### src/rtl/instr_encoder_loader.sv
// Packs RV32I instruction fields into 32-bit words and writes them sequentially into imem.
// Latency: 1 cycle from accepted bundle to mem_we/mem_addr/mem_wdata.
// Backpressure: in_ready only in LOAD with room left; FULL stalls the producer, never overwrites.
module instr_encoder_loader #(
  parameter int unsigned DEPTH     = 256,
  parameter int unsigned BASE_ADDR = 0,
  parameter int unsigned ADDR_W    = 32
) (
  input  logic                       clk,
  input  logic                       rst,
  input  logic                       start,
  input  logic                       finish,
  input  logic                       in_valid,
  output logic                       in_ready,
  input  logic [6:0]                 opcode,
  input  logic [4:0]                 rd,
  input  logic [4:0]                 rs1,
  input  logic [4:0]                 rs2,
  input  logic [2:0]                 funct3,
  input  logic [6:0]                 funct7,
  input  logic [31:0]                imm,
  output logic                       mem_we,
  output logic [ADDR_W-1:0]          mem_addr,
  output logic [31:0]                mem_wdata,
  output logic [$clog2(DEPTH+1)-1:0] count,
  output logic                       busy,
  output logic                       done,
  output logic                       err
);

  localparam int unsigned CW = $clog2(DEPTH + 1);

  // opCode_t values
  localparam logic [6:0] OP_RTYPE = 7'b0110011;
  localparam logic [6:0] OP_ITYPE = 7'b0010011;
  localparam logic [6:0] OP_LTYPE = 7'b0000011;
  localparam logic [6:0] OP_JALR  = 7'b1100111;
  localparam logic [6:0] OP_STYPE = 7'b0100011;
  localparam logic [6:0] OP_BTYPE = 7'b1100011;
  localparam logic [6:0] OP_LUI   = 7'b0110111;
  localparam logic [6:0] OP_AUIPC = 7'b0010111;
  localparam logic [6:0] OP_JTYPE = 7'b1101111;

  typedef enum logic [1:0] {
    ST_IDLE = 2'd0,
    ST_LOAD = 2'd1,
    ST_FULL = 2'd2,
    ST_DONE = 2'd3
  } state_t;

  state_t          state;
  logic            xfer;
  logic            enc_legal;
  logic [31:0]     enc_word;
  logic [CW-1:0]   count_nxt;
  logic            full_nxt;
  logic [ADDR_W-1:0] addr_nxt;

  // Producer may hand over a bundle only while loading with space remaining
  assign in_ready = (state == ST_LOAD) && (count < CW'(DEPTH));
  assign xfer     = in_valid && in_ready;

  // Field packing per format; imm bits outside the format (and imm[0] of B/J) are dropped
  always_comb begin
    enc_legal = 1'b1;
    enc_word  = 32'd0;
    case (opcode)
      OP_RTYPE:
        enc_word = {funct7, rs2, rs1, funct3, rd, opcode};
      OP_ITYPE, OP_LTYPE, OP_JALR:
        enc_word = {imm[11:0], rs1, funct3, rd, opcode};
      OP_STYPE:
        enc_word = {imm[11:5], rs2, rs1, funct3, imm[4:0], opcode};
      OP_BTYPE:
        enc_word = {imm[12], imm[10:5], rs2, rs1, funct3, imm[4:1], imm[11], opcode};
      OP_LUI, OP_AUIPC:
        enc_word = {imm[31:12], rd, opcode};
      OP_JTYPE:
        enc_word = {imm[20], imm[10:1], imm[11], imm[19:12], rd, opcode};
      default:
        enc_legal = 1'b0;
    endcase
  end

  // Post-transfer count and whether that fills memory; address uses pre-increment count
  always_comb begin
    count_nxt = (xfer && enc_legal) ? count + CW'(1) : count;
    full_nxt  = (count_nxt == CW'(DEPTH));
    addr_nxt  = ADDR_W'(BASE_ADDR) + (ADDR_W'(count) << 2);
  end

  // Load FSM with registered status outputs and single-cycle write strobe
  always_ff @(posedge clk or posedge rst) begin
    if (rst) begin
      state     <= ST_IDLE;
      mem_we    <= 1'b0;
      mem_addr  <= ADDR_W'(BASE_ADDR);
      mem_wdata <= 32'd0;
      count     <= '0;
      busy      <= 1'b0;
      done      <= 1'b0;
      err       <= 1'b0;
    end else begin
      mem_we <= 1'b0;
      if (start) begin
        // start wins over finish and over any bundle offered in the same cycle
        state    <= ST_LOAD;
        count    <= '0;
        err      <= 1'b0;
        mem_addr <= ADDR_W'(BASE_ADDR);
        busy     <= 1'b1;
        done     <= 1'b0;
      end else begin
        case (state)
          ST_LOAD: begin
            if (xfer) begin
              if (enc_legal) begin
                mem_we    <= 1'b1;
                mem_addr  <= addr_nxt;
                mem_wdata <= enc_word;
                count     <= count_nxt;
              end else begin
                err <= 1'b1;
              end
            end
            if (finish) begin
              state <= ST_DONE;
              busy  <= 1'b0;
              done  <= 1'b1;
            end else if (full_nxt) begin
              state <= ST_FULL;
              busy  <= 1'b0;
            end
          end
          ST_FULL: begin
            if (finish) begin
              state <= ST_DONE;
              done  <= 1'b1;
            end
          end
          default: ;
        endcase
      end
    end
  end

endmodule

### config.mk
export PLATFORM = sky130hd
export DESIGN_NAME = instr_encoder_loader
export DESIGN_NICKNAME = d
export VERILOG_FILES = /design/src/rtl/instr_encoder_loader.sv
export SDC_FILE = /design/constraint.sdc
export NUM_CORES = 1
export LEC_CHECK = 0
export CAP_MARGIN = 10
export CORE_UTILIZATION = 44
export DETAILED_ROUTE_END_ITERATION = 8
export PLACE_DENSITY = 0.85
export SLEW_MARGIN = 15
export SYNTH_ARGS = -nofsm -noshare
export SYNTH_HDL_FRONTEND = slang
export SYNTH_SLANG_ARGS = --single-unit
### constraint.sdc
create_clock -name clk -period 4.55 [get_ports clk]
set_input_delay 0.455 -clock clk [delete_from_list [all_inputs] [get_ports clk]]
set_output_delay 0.455 -clock clk [all_outputs]
set_load 0.03 [all_outputs]
==> impl_metrics.json <==
{
  "crit_start": "opcode[5]",
  "met2_length_mm": 3.926,
  "cpPeakStageDelay_ns": 0.72,
  "drive_gt1_share_pct": 5.333,
  "cts_tree": "done",
  "die-area_um2": 7351,
  "async_flop_share_pct": 100.0,
  "r2r_end": "mem_wdata[2]",
  "final.setup.tns_ns": 0,
  "post_cts_resized": 0,
  "initial_utilization_pct": 45.41,
  "final_antenna_net_count": 0,
  "synth.area.mux_share_pct": 1.054,
  "rsz0062_at_grt": "false",
  "viasPerCell": 5.275,
  "cts_hold_buf": 0,
  "grt_pass1_vias": 2693,
  "multi_input_area_um2": 1460,
  "avgSynthCellArea_um2": 9.156,
  "pin_count": 147,
  "skew_ns": 0.004573,
  "routabilityCongestion": 0.8862,
  "power.density_nw_per_um2": 309.6,
  "whs_ns": 0.4810,
  "drv_cap": 0,
  "synthesis.area_um2": 3085,
  "synth_edf_count": 0,
  "htreeDepth": 2,
  "synth_fa_ha_area_share_pct": 1.217,
  "maxSlewHeadroom_pct": 33.75,
  "dpl.hpwl_mm": 6.011,
  "portBuffers": 123,
  "met3_length_um": 582,
  "clkTransAtPathRegs_ns": 0.10,
  "critPathSlowestCell": "clkdlybuf4s50_1",
  "outcome": "complete, but fails checks",
  "path_cells": "clkdlybuf4s50_1 -> nand3b_4 -> o32ai_4 -> and2_1 -> nand2_2 -> buf_4 -> inv_2 -> mux2_1",
  "synth_compound_area_share_pct": 19.51,
  "yosysSeqAreaShare_pct": 45.42,
  "design.core.area_um2": 6794,
  "wl_per_cell_um": 14.61,
  "nNetsFinal": 522,
  "synth_top_family_by_area": "simple AND/OR/NAND/NOR gates",
  "synth.area.top_cells": "dfrtp_1, nor2_1, buf_4",
  "postCtsSetupRepairBufs": 0,
  "violations": "design-rule violations",
  "seqCellArea_um2": 1401,
  "n_antenna_cell": 0,
  "post-place-ws_ns": 1.109,
  "ys_warn_count": 0,
  "crit_arrival_ns": 3.34,
  "synth-xor-area-share_pct": 2.271,
  "grtUsageTotal_pct": 21.89,
  "path_delay_family": "buffers and inverters",
  "route.final.wire_length_mm": 7.978,
  "hold_viol_final": 0,
  "worstReg2RegStart": "state[1]",
  "synth_flop_cell": "dfrtp_1",
  "overflow": 0,
  "fp-row-count": 30,
  "fillCellCount": 551,
  "crit_type": "in -> reg",
  "setup_viol": 0,
  "clk_path_buf_depth": 2,
  "ff2ff_path_depth": 9,
  "dr.pass1.iters": 9,
  "endpoint": "mem_wdata[2]",
  "yosys.area.top_type_share_pct": 45.42,
  "period_share_pct": 68.93,
  "p_leak_nw": 1.830,
  "clock-root-buffer": "clkbuf_8",
  "timing.final.ws_setup_ns": 1.414,
  "fmax_mhz": 318.9,
  "drc": 1,
  "area_growth_pct": 42.78,
  "maxSlewViolCount": 0,
  "crit_path_max_fanout": 43,
  "yosys.area.top_type": "dfrtp_1",
  "worstHoldPathType": "reg -> reg",
  "crit_path_start_kind": "primary input",
  "crit_buf_inv": 3,
  "synth_cell_types": 59,
  "clock_latency_ns": 0.31,
  "antenna_found_initial": 0,
  "critical_path_required_ns": 4.75,
  "met1_length_mm": 3.269,
  "critPathCaptureType": "flip-flop",
  "grt_pass1_wl_mm": 12.70,
  "first_iter_violations": 225,
  "fp.dieH_um": 85.74,
  "rrSetupSlack_ns": 1.85,
  "synth-seq-cells": 56,
  "clock_sinks": 56,
  "numCtsBuffers": 5,
  "vias": 2880,
  "grt_max_degree": 57,
  "fp.dieW_um": 85.74,
  "cp.depth": 8,
  "ir_drop_v": 0.0001506,
  "synth_simple_gate_area_share_pct": 20.48,
  "period_needed_ns": 3.136,
  "postSynthCellCount": 337,
  "highest-signal-layer": "met4",
  "worst_pin_slew_ns": 0.9878
}
-- power breakdown --
| group | total, W | switching (W) | internal, W |
|---|---|---|---|
| Sequential | 0.000579 | 0.0000290 | 0.000550 |
| Clock | 0.000375 | 0.000158 | 0.000217 |
| Combinational | 0.000411 | 0.000232 | 0.000179 |
-- layer usage --
layer	GRT usage, %	up-vias
met2	34.91	125
met5	0	-
met4	8.485	0
li1	-	1372
met3	5.486	20
met1	28.79	1363
-- layout make-up --
type	instances	share of cell area, %
clock buffers	5	1.562
clock inverters	2	1.363
inverters	11	0.9372
multi-input cells	250	33.14
flip-flops and latches	56	31.81
well taps	96	2.726
repair buffers	126	28.46
-- kinds of logic after synthesis --
| family | after synthesis |
|---|---|
| multiplexers | 3 |
| buffers and inverters | 53 |
| other | 1 |
| flip-flops | 56 |
| AO/OA/AOI/OAI | 80 |
| AND/OR/NAND/NOR | 133 |
| XOR/XNOR | 8 |
| adder cells (fa/ha/maj) | 3 |
-- worst reg2reg max path: stages, from the launching register on --
cell     delay, ns
dfrtp_1       0.39
inv_1         0.08
ha_1          0.25
nor2b_1       0.18
and2_1        0.24
and2_1        0.41
nand2_2       0.08
buf_4         0.27
inv_2         0.34
mux2_1        0.36
-- registers in the layout, indices dropped and copies added, names as in the netlist --
| name | count |
|---|---|
| count | 9 |
| state | 2 |
| mem_wdata | 32 |
| err | 1 |
| busy | 1 |
| mem_we | 1 |
| done | 1 |
| mem_addr | 9 |
-- synthesized netlist by cell type, types with 4 or more instances --
master and count:
a222oi_1 10, buf_2 8, buf_4 24, dfrtp_1 56, clkbuf_1 8, o21ai_0 4, a21oi_1 20, inv_1 10
nor2_1 53, nand2_1 48, o21ai_1 13, a221oi_1 13, xor2_1 5
-- placed cells by master, fill, tap and decap left out, types with 4 or more instances in the layout --
master / n
a21oi_1: 20
nor2_1: 53
conb_1: 23
o21ai_1: 13
a221oi_1: 13
dfrtp_1: 56
clkdlybuf4s50_1: 123
o21ai_0: 4
xor2_1: 5
clkbuf_8: 5
inv_1: 9
nand2_1: 48
a222oi_1: 10
-- stage by stage --
stage	instance area, um2	power (W)	std cells	util (%)
after floorplan	3168	0.0008225	359	-
after global placement	4277	0.0009921	539	62.95
after detailed placement	4277	0.001000	539	62.95
after CTS	4405	0.001376	546	64.84
after global routing	4405	0.001430	546	64.84
final	4405	0.001364	546	64.84
-- how the worst min path moves through the flow --
stage	slack (ns)	cells past startpoint	startpoint	endpoint
2_1_floorplan	0.55	2	state[0]	state[0]
3_3_place_gp	0.46	1	mem_wdata[1]	mem_wdata[1]
3_5_place_dp	0.45	1	mem_wdata[0]	mem_wdata[0]
4_1_cts	0.49	1	mem_wdata[0]	mem_wdata[0]
5_1_grt	0.52	1	mem_wdata[1]	mem_wdata[1]
6_report	0.48	1	mem_wdata[1]	mem_wdata[1]
Note: power is estimated with default switching activity, not from simulation.
